<file path="src/rtl/rv32i_pkg.sv">
// rv32i_pkg: shared RV32I opcodes, ALU-type encoding and datapath defaults
package rv32i_pkg;
  localparam int XLEN_DEFAULT = 32;
  localparam int RA_W_DEFAULT = 5;
  localparam logic [6:0] R_TYPE = 7'b0110011;
  localparam logic [6:0] I_TYPE = 7'b0010011;
  localparam logic [6:0] L_TYPE = 7'b0000011;
  localparam logic [6:0] S_TYPE = 7'b0100011;
  localparam logic [6:0] B_TYPE = 7'b1100011;
  localparam logic [6:0] J_TYPE = 7'b1101111;
  typedef enum logic [1:0] {
    ALU_ADD    = 2'b00,
    ALU_FUNCT  = 2'b01,
    ALU_BRANCH = 2'b10
  } alu_type_e;
endpackage

</file>
<file path="src/rtl/id_ex_stage_hazard_unit.sv">
// hazard_unit: combinational load-use detection and stall/flush/bubble control
module hazard_unit import rv32i_pkg::*; #(
  parameter int RA_W = RA_W_DEFAULT
) (
  input  logic            wb_sel_e,
  input  logic            valid_e,
  input  logic [RA_W-1:0] rd_addr_e,
  input  logic [RA_W-1:0] rs1_addr_d,
  input  logic [RA_W-1:0] rs2_addr_d,
  input  logic            pc_src_e,
  output logic            stall_f,
  output logic            stall_d,
  output logic            flush_d,
  output logic            bubble_e
);
  logic lw_hazard;
  // rs1/rs2 compared regardless of opcode: spurious stalls are harmless
  assign lw_hazard = wb_sel_e & valid_e & (rd_addr_e != '0) &
                     ((rd_addr_e == rs1_addr_d) | (rd_addr_e == rs2_addr_d));
  // a redirect discards the decode instruction, so it overrides the stall
  assign stall_f  = lw_hazard & ~pc_src_e;
  assign stall_d  = stall_f;
  assign flush_d  = pc_src_e;
  assign bubble_e = lw_hazard | pc_src_e;
endmodule

</file>
<file path="src/rtl/id_ex_stage.sv">
// id_ex_stage: ID/EX pipeline register with load-use stall and branch flush bubbles
module id_ex_stage import rv32i_pkg::*; #(
  parameter int XLEN = XLEN_DEFAULT,
  parameter int RA_W = RA_W_DEFAULT
) (
  input  logic            clk,
  input  logic            rst_n,
  input  logic [1:0]      alu_type_sel_d,
  input  logic            b_imm_sel_d,
  input  logic            branch_d,
  input  logic            jump_d,
  input  logic            memwrite_en_d,
  input  logic            regwrite_en_d,
  input  logic            wb_sel_d,
  input  logic [2:0]      funct3_d,
  input  logic            funct7b5_d,
  input  logic [RA_W-1:0] rs1_addr_d,
  input  logic [RA_W-1:0] rs2_addr_d,
  input  logic [RA_W-1:0] rd_addr_d,
  input  logic [XLEN-1:0] rs1_data_d,
  input  logic [XLEN-1:0] rs2_data_d,
  input  logic [XLEN-1:0] imm_ext_d,
  input  logic [XLEN-1:0] pc_d,
  input  logic [XLEN-1:0] pc_plus4_d,
  input  logic            pc_src_e,
  output logic [1:0]      alu_type_sel_e,
  output logic            b_imm_sel_e,
  output logic            branch_e,
  output logic            jump_e,
  output logic            memwrite_en_e,
  output logic            regwrite_en_e,
  output logic            wb_sel_e,
  output logic [2:0]      funct3_e,
  output logic            funct7b5_e,
  output logic [RA_W-1:0] rs1_addr_e,
  output logic [RA_W-1:0] rs2_addr_e,
  output logic [RA_W-1:0] rd_addr_e,
  output logic [XLEN-1:0] rs1_data_e,
  output logic [XLEN-1:0] rs2_data_e,
  output logic [XLEN-1:0] imm_ext_e,
  output logic [XLEN-1:0] pc_e,
  output logic [XLEN-1:0] pc_plus4_e,
  output logic            valid_e,
  output logic            stall_f,
  output logic            stall_d,
  output logic            flush_d
);
  localparam int W = 13 + 3 * RA_W + 5 * XLEN;
  logic [W-1:0] ex_q;
  logic         bubble_e;
  hazard_unit #(.RA_W(RA_W)) u_hazard (
    .wb_sel_e   (wb_sel_e),
    .valid_e    (valid_e),
    .rd_addr_e  (rd_addr_e),
    .rs1_addr_d (rs1_addr_d),
    .rs2_addr_d (rs2_addr_d),
    .pc_src_e   (pc_src_e),
    .stall_f    (stall_f),
    .stall_d    (stall_d),
    .flush_d    (flush_d),
    .bubble_e   (bubble_e)
  );
  // a bubble zeroes every field, so it can never write or redirect
  always_ff @(posedge clk or negedge rst_n)
    if (!rst_n) ex_q <= '0;
    else ex_q <= bubble_e ? '0 : {1'b1, alu_type_sel_d, b_imm_sel_d, branch_d, jump_d,
                                  memwrite_en_d, regwrite_en_d, wb_sel_d, funct3_d, funct7b5_d,
                                  rs1_addr_d, rs2_addr_d, rd_addr_d, rs1_data_d, rs2_data_d,
                                  imm_ext_d, pc_d, pc_plus4_d};
  assign {valid_e, alu_type_sel_e, b_imm_sel_e, branch_e, jump_e, memwrite_en_e,
          regwrite_en_e, wb_sel_e, funct3_e, funct7b5_e, rs1_addr_e, rs2_addr_e,
          rd_addr_e, rs1_data_e, rs2_data_e, imm_ext_e, pc_e, pc_plus4_e} = ex_q;
endmodule

</file>
<file path="config.mk">
export PLATFORM = sky130hd
export DESIGN_NAME = id_ex_stage
export DESIGN_NICKNAME = d
export VERILOG_FILES = /design/src/rtl/rv32i_pkg.sv /design/src/rtl/id_ex_stage_hazard_unit.sv /design/src/rtl/id_ex_stage.sv
export SDC_FILE = /design/constraint.sdc
export NUM_CORES = 1
export LEC_CHECK = 0
export ABC_CLOCK_PERIOD_IN_PS = 3750
export CAP_MARGIN = 20
export CELL_PAD_IN_SITES_DETAIL_PLACEMENT = 1
export CELL_PAD_IN_SITES_GLOBAL_PLACEMENT = 2
export CORE_MARGIN = 1.5
export CORE_UTILIZATION = 27
export CTS_BUF_LIST = sky130_fd_sc_hd__clkbuf_8
export CTS_CLUSTER_DIAMETER = 200
export CTS_CLUSTER_SIZE = 24
export DETAILED_ROUTE_END_ITERATION = 12
export GPL_ROUTABILITY_DRIVEN = 0
export MAX_ROUTING_LAYER = met4
export PLACE_DENSITY_LB_ADDON = 0.1
export SYNTH_ARGS = -nofsm -noshare
export SYNTH_HDL_FRONTEND = slang
export SYNTH_SLANG_ARGS = --single-unit
</file>
<file path="constraint.sdc">
create_clock -name clk -period 3.75 [get_ports clk]
set_input_delay 0.75 -clock clk [delete_from_list [all_inputs] [get_ports clk]]
set_output_delay 0.75 -clock clk [all_outputs]
set_load 0.1 [all_outputs]
</file>
Word-level counts from Yosys, hierarchy flattened:

Cells that the tools add are included.

* equal/unequal tests: 2
* mux-type cells: 1
* bitwise logic cells: 7
* reductions and logical operators: 1

Operator list (count)
* 2-to-1 mux 188 bit: 1
* equality test 5 bit: 2
* nonzero test 5 bit: 1
* bitwise AND 1 bit: 4
* bitwise OR 1 bit: 2
* inverter 1 bit: 1

* register bits after elaboration: 188
* bits of input ports: 190
* output and inout port bits: 191
* word-level logic and storage cells: 12

Depth between registers and ports, before layout:

Gate-level depths: netlist (run 1).

* depth in word-level cells: 5
* mapped depth: 6
* mapped depth without buffers: 4

Hierarchy:

A second synthesis (run 1) with hierarchy kept.

* cells, all modules: 418
* area, all modules: 6785.3 µm²

Modules (own cells, without submodules)
* id_ex_stage: instances 1, cells each 397, area an instance 6625.1 µm²
* hazard_unit: instances 1, cells each 21, area an instance 160.2 µm²

Worst setup path after synthesis (run 1):

Ideal clock, no wire load.

* path kind: register to output
* start point: reg ex_q[162]
* end point: out stall_f
* data arrival time: 3033 ps
* setup slack: -33 ps
* stages on the path, launching flop included: 7
* buffers on the path: 2
* path through: dfrtp_1 -> xnor2_1 -> nand3_1 -> o22ai_2 -> buf_2 -> and3b_1 -> buf_4

* word-level cells in the longest chain between the ends: 4
* elaborated cells on any way between the ends: 7
* those cells by class: eq/ne (2); bitwise (4); reduce/logical (1)

Ends and longest elaborated chain
* start, declared: line id_ex_stage.sv:49 `logic [W-1:0] ex_q;`
* start signal, assigned: line id_ex_stage.sv:66 `else ex_q <= bubble_e ? '0 : {1'b1, alu_type_sel_d, b_imm_sel_d, branch_d, jump_d,`
* equality test 5 bit or nonzero test 5 bit (tied branches): line id_ex_stage_hazard_unit.sv:19, id_ex_stage_hazard_unit.sv:18
* bitwise OR 1 bit or bitwise AND 1 bit (tied branches): line id_ex_stage_hazard_unit.sv:19, id_ex_stage_hazard_unit.sv:18
* bitwise AND 1 bit (*): line id_ex_stage_hazard_unit.sv:18 `assign lw_hazard = wb_sel_e & valid_e & (rd_addr_e != '0) &`
* bitwise AND 1 bit (*): line id_ex_stage_hazard_unit.sv:21 `assign stall_f = lw_hazard & ~pc_src_e;`
* end, declared: line id_ex_stage.sv:44 `output logic stall_f,`

Mark *: on every way between the ends. The rest lies on a longest branch, timed or not.

Final worst setup path (run 1):

* start point: in rs1_addr_d[2]
* end point: out stall_f

* word-level cells in the longest chain between the ends: 4

Ends and longest elaborated chain
* start, declared: line id_ex_stage.sv:17 `input logic [RA_W-1:0] rs1_addr_d,`
* equality test 5 bit: line id_ex_stage_hazard_unit.sv:19 `((rd_addr_e == rs1_addr_d) | (rd_addr_e == rs2_addr_d));`
* bitwise OR 1 bit: line id_ex_stage_hazard_unit.sv:19
* bitwise AND 1 bit: line id_ex_stage_hazard_unit.sv:18
* bitwise AND 1 bit: line id_ex_stage_hazard_unit.sv:21

No other way between the ends.

==> results of run 1 <==
-- synthesized netlist by cell type --
library cell,n
a21oi_1,88
nand2b_1,187
or3_1,1
buf_4,2
xnor2_1,10
and3b_1,1
buf_2,13
clkbuf_1,35
dfrtp_1,188
buf_6,14
nand2_1,2
o22ai_2,1
o311a_1,1
nand3_1,2
a21oi_2,100
-- kinds of logic after synthesis --
kind of cell              count (synthesis)
and+or+nand+nor                         193
AOI/OAI and AO/OA                       190
DFF                                     188
buffers and inverters                    64
xor gates and xnor gates                 10
-- per-stage QoR --
| step | worst slack, ns | hold WS (ns) | area, µm² |
|---|---|---|---|
| final | 0.713 | 0.301 | 12100 |
| after global routing | 0.624 | 0.305 | 12100 |
| after CTS | 0.688 | 0.295 | 12100 |
| after detailed placement | 0.707 | 0.821 | 11800 |
| after global placement | 0.708 | 0.826 | 11800 |
| after floorplan | 0.305 | 0.454 | 7700 |
-- cell type report --
type                       count  share of cell area, %
timing repair buffer         390                   32.5
clock buffer                  18                   2.04
sequential                   188                   38.8
clock inverter                13                  0.898
antenna                        3                 0.0619
multi-input combinational    393                   21.8
tap                          378                   3.90
-- routing by layer --
metal,vias up,global-route usage [%]
li1,2780,-
met1,2909,21.2
met2,229,28.2
met3,29,6.96
met4,0,7.22
met5,-,-
-- power by group through the flow --
| stage | Combinational [µW] | Clock (µW) | Sequential, µW |
|---|---|---|---|
| 2_1_floorplan | 261 | 0 | 3000 |
| 3_3_place_gp | 1610 | 0 | 2200 |
| 3_5_place_dp | 1610 | 0 | 2210 |
| 4_1_cts | 1610 | 1360 | 2170 |
| 5_1_grt | 1670 | 1430 | 2180 |
| 6_report | 1590 | 1280 | 2160 |
-- critical path, cell delays in order --
cell,delay (ns)
clkdlybuf4s50_1,0.50
xnor2_1,0.13
nand3_1,0.14
o22ai_4,0.26
and3b_2,0.31
buf_12,0.19
-- final timing paths --
path / end / slack (ns) / cells after the start
setup / recovery: stall_f / 0.71 / 6
hold / removal: ex_q[185] / 0.30 / 1
setup reg to reg: ex_q[22] / 1.10 / 5
hold reg to reg: ex_q[163] / 1.01 / 3
max in group asynchronous: ex_q[36] / 2.62 / 2
min in group clk: ex_q[30] / 0.81 / 3
==> results.json, run 1 <==
{
  "status": "finished clean",
  "areaGrowthSynthToFinish_pct": 57.4,
  "detail_route.iter0.violations": 280,
  "synth.area.top_cells": "dfrtp_1 61%, nand2b_1 15%, a21oi_2 11%",
  "syn-cell-area_um2": 7700,
  "fin_crit_sh_pct": 81.0,
  "met2_length_um": 12500,
  "core_um2": 27900,
  "yosysUniqueCellTypes": 15,
  "crit_path_start_kind": "input port",
  "rsz0062_at_grt": "false",
  "fp-row-count": 61,
  "power.internal_uw": 3080,
  "synth-compound-area-share_pct": 17.4,
  "p_leak_uw": 0.00497,
  "ios": 381,
  "final_core_util_pct": 43.4,
  "die_x_um": 172,
  "grt_max_degree": 147,
  "crit_fanout": 3,
  "drive_gt1_share_pct": 14.8,
  "layout_commonest_cell": "clkdlybuf4s50_1",
  "synthMuxAreaShare_pct": 0,
  "die-area_um2": 29500,
  "cts_setup_buffers": 0,
  "synth_cells": 645,
  "wl_met3_um": 2390,
  "slew_violations": 0,
  "layout_min_cycle_time_ns": 3.04,
  "peakVddDrop_mv": 0.188,
  "yosys.area_share.simple_pct": 15.6,
  "topRoutingLayerUsed": "met4",
  "clk_latency_ns": 0.45,
  "dp_hpwl_um": 17300,
  "grt_pass1_vias": 6407,
  "cts_tree": "built",
  "endpoint_kind": "output port",
  "fmax_mhz": 329,
  "min-delay-path-class": "input port to async pin",
  "syn_nets": 835,
  "fillers": 3024,
  "instances_no_fill": 1383,
  "cts_made_buffers": 17,
  "clockPowerShare_pct": 25.5,
  "num-nets-final": 1180,
  "vias_per_cell": 4.30,
  "synth_top_area_share_pct": 61.1,
  "placed_cells": 1349,
  "yosysWarnings": 0,
  "root_buffer": "clkbuf_8",
  "multiInputGateArea_um2": 2650,
  "grt_use_total_pct": 18.1,
  "port-buffer-count": 380,
  "top_regs": "ex_q x188",
  "r2r_start": "ex_q[160]",
  "p_total_uw": 5040,
  "ys_seq_area_share_pct": 61.1,
  "wl_met1_um": 10300,
  "htree_levels": 4,
  "maxSlewHeadroom_pct": 27.9,
  "setup_viol": 0,
  "drc": 0,
  "switching_power_uw": 1960,
  "worst_pin_slew_ns": 1.08,
  "p_comb_share_pct": 31.6,
  "clkSlewWorstSetupHoldPaths_ns": 0.11,
  "synth_xor_area_share_pct": 1.14,
  "cts_resized": 0,
  "path_class": "input port to output port",
  "ys_ff_latch": 188,
  "regMostFlops": "ex_q",
  "required_ns": 3.00,
  "synth_top_family_by_area": "compound AO/OA/AOI/OAI gates",
  "antenna_found_initial": 3,
  "avgSynthCellArea_um2": 11.9,
  "start_util_pct": 27.6,
  "startpoint": "rs1_addr_d[2]",
  "grt-ovfl-total": 0,
  "finalSetupTns_ns": 0,
  "grt_first_pass_wirelength_um": 38700,
  "largest_reg_flops": 188,
  "seqPwrFrac_pct": 42.9,
  "ctsHoldBuffers": 0,
  "arrival_ns": 2.29,
  "wl_per_cell_um": 18.6,
  "max-clock-path-buffers": 2,
  "synthAdderAreaFrac_pct": 0,
  "final_cell_mix": "375 x clkdlybuf4s50_1, 188 x dfrtp_1, 187 x nand2b_1",
  "hold_viol": 0,
  "clock-sinks": 188,
  "antenna_left": 0,
  "firstDrtPassIters": 4,
  "finalClockSkew_ns": 0.0201,
  "switching_share_pct": 38.9,
  "routed_wl_um": 25800,
  "yosys.area.top_type": "dfrtp_1",
  "seq_area_um2": 4700,
  "fp.dieH_um": 172,
  "vias": 5947,
  "maxCapViolCount": 0,
  "powerDensity_nw_per_um2": 416
}
Power figures use the tool's default switching activity.
==> run 2, diff against run 1 <==
ABC_CLOCK_PERIOD_IN_PS = 3100   (was 3750)
CORE_UTILIZATION = 25   (was 27)
clock period = 3.1 ns   (was 3.75 ns; I/O delays follow)
==> run 2 against run 1 <==
  * Sequential cell count did not move
  * Design area shrank 2.7%
  * Die area is 7.9% higher
  * Clock-buffer cell count is 1 higher
  * Core utilization is 4.6 points lower
  * Sequential power up 21%
  * First-iteration DRC count is 18% lower
  * Routed wire length increased by 1.4%
  * Register-to-register slack lost 0.10 ns
  * Critical endpoint is now stall_d
  * Final cell count is 1.2% higher
  * Sequential share of layout area grew 1.1 points
  * Power rose by 26%
==> results.json, run 2 (same netlist as run 1, synthesis figures left out) <==
{
  "min-delay-path-class": "input port to async pin",
  "core_um2": 30400,
  "finalWorstSetupSlack_ns": 0.348,
  "max-clock-path-buffers": 2,
  "routed_wl_um": 26100,
  "fp-row-count": 64,
  "antenna_left": 0,
  "layout_min_cycle_time_ns": 2.75,
  "clock-sinks": 188,
  "crit_fanout": 2,
  "power.internal_uw": 4010,
  "maxSlewHeadroom_pct": 33.1,
  "hold_viol": 0,
  "crit_path_start_kind": "input port",
  "pre_cts_ws_ns": 0.336,
  "antenna_found_initial": 0,
  "num-nets-final": 1182,
  "htree_levels": 4,
  "fillers": 3380,
  "rsz0062_at_grt": "false",
  "largest_reg_flops": 188,
  "cts_tree": "built",
  "root_buffer": "clkbuf_8",
  "final_core_util_pct": 38.8,
  "antenna_cells": 0,
  "p_leak_uw": 0.00531,
  "ctsHoldBuffers": 0,
  "use_met2_pct": 26.9,
  "grt_max_degree": 169,
  "grt-ovfl-total": 0,
  "regMostFlops": "ex_q",
  "final_cell_mix": "196 x buf_4, 187 x nand2b_1, 187 x clkdlybuf4s50_1",
  "vias": 5990,
  "worst_pin_slew_ns": 1.00,
  "finalClockSkew_ns": 0.0207,
  "switching_share_pct": 37.0,
  "die-area_um2": 31900,
  "status": "finished clean",
  "drive_gt1_share_pct": 34.0,
  "fin_crit_sh_pct": 88.8,
  "setup_viol": 0,
  "finalSetupTns_ns": 0,
  "hold_slack_ns": 0.0572,
  "clkSlewWorstSetupHoldPaths_ns": 0.10,
  "firstDrtPassIters": 4,
  "grt_first_pass_wirelength_um": 38900,
  "detail_route.iter0.violations": 229,
  "dp_hpwl_um": 17500,
  "top_regs": "ex_q x188",
  "fp.dieH_um": 179,
  "peakVddDrop_mv": 0.256,
  "wl_per_cell_um": 18.7,
  "required_ns": 2.48,
  "drc": 0,
  "cts_resized": 0,
  "maxCapViolCount": 0,
  "clockPowerShare_pct": 29.0,
  "fmax_mhz": 363,
  "cts_made_buffers": 17,
  "switching_power_uw": 2350,
  "ios": 381,
  "gr-usage-met1_pct": 20.0,
  "start_util_pct": 25.3,
  "die_x_um": 179,
  "layout_commonest_cell": "buf_4",
  "path_class": "input port to output port",
  "top_usage_layer": "met2",
  "port-buffer-count": 380,
  "grt_pass1_vias": 6448,
  "slew_violations": 0,
  "vias_per_cell": 4.28,
  "grt_use_total_pct": 16.9,
  "cts_setup_buffers": 0,
  "grt_use_met3_pct": 5.99,
  "p_comb_share_pct": 29.7,
  "arrival_ns": 2.13,
  "seqPwrFrac_pct": 41.3,
  "areaGrowthSynthToFinish_pct": 53.2,
  "endpoint_kind": "output port",
  "powerDensity_nw_per_um2": 539,
  "clk_latency_ns": 0.47
}
[run 2: cell count changes in the layout (fill, tap and decap cells not counted), sizes merged]
| cell | previous run | this run |
|---|---|---|
| inv | 8 | 4 |
| buf | 14 | 204 |
| diode | 3 | 0 |
| bufinv | 0 | 4 |
| clkinvlp | 3 | 2 |
| clkbuf | 19 | 20 |
| clkinv | 2 | 1 |
| clkdlybuf4s50 | 375 | 187 |
[run 2: stage by stage]
stage               instances  power [µW]  instance area (µm²)
finish                   1399        6360                11800
global route             1399        6630                11800
CTS                      1399        6470                11800
detailed placement       1369        4590                11400
global placement         1369        4580                11400
floorplan                 645        3950                 7710
[run 2: worst max-delay path: stages]
cell and delay [ns]:
clkdlybuf4s50_1 0.50, xnor2_1 0.13, nand3_1 0.16, o22ai_4 0.23
and3b_2 0.29, buf_12 0.19
[run 2: power groups by stage]
| stage | combinational [µW] | sequential [µW] | clock, µW |
|---|---|---|---|
| after floorplan | 315 | 3630 | 0 |
| after global placement | 1910 | 2670 | 0 |
| after detailed placement | 1910 | 2670 | 0 |
| after CTS | 1920 | 2630 | 1930 |
| after global routing | 1980 | 2640 | 2020 |
| final | 1890 | 2620 | 1850 |
[run 2: cell type report]
cell class / count / area (µm²) / area share, %
multi-input combinational: 393 / 2650 / 22.4
timing repair buffer: 392 / 3520 / 29.8
clock buffer: 19 / 262 / 2.22
clock inverter: 11 / 169 / 1.43
tap: 396 / 495 / 4.20
sequential: 188 / 4710 / 39.9
[run 2: final timing paths]
check	from	to	slack [ns]	cells past startpoint
max	rs1_addr_d[2]	stall_d	0.35	6
min	rst_n	ex_q[182]	0.06	1
max reg2reg	ex_q[164]	ex_q[97]	1.00	6
min reg2reg	ex_q[161]	ex_q[176]	1.03	5
max in group asynchronous	rst_n	ex_q[128]	2.33	2
min in group clk	pc_src_e	ex_q[46]	0.59	3
[run 2: metal layers]
layer  vias up  part of all wire [%]
met5         -                     0
met4         0                   1.5
met3        26                   8.0
met2       217                    49
met1      2966                    41
li1       2781                     -
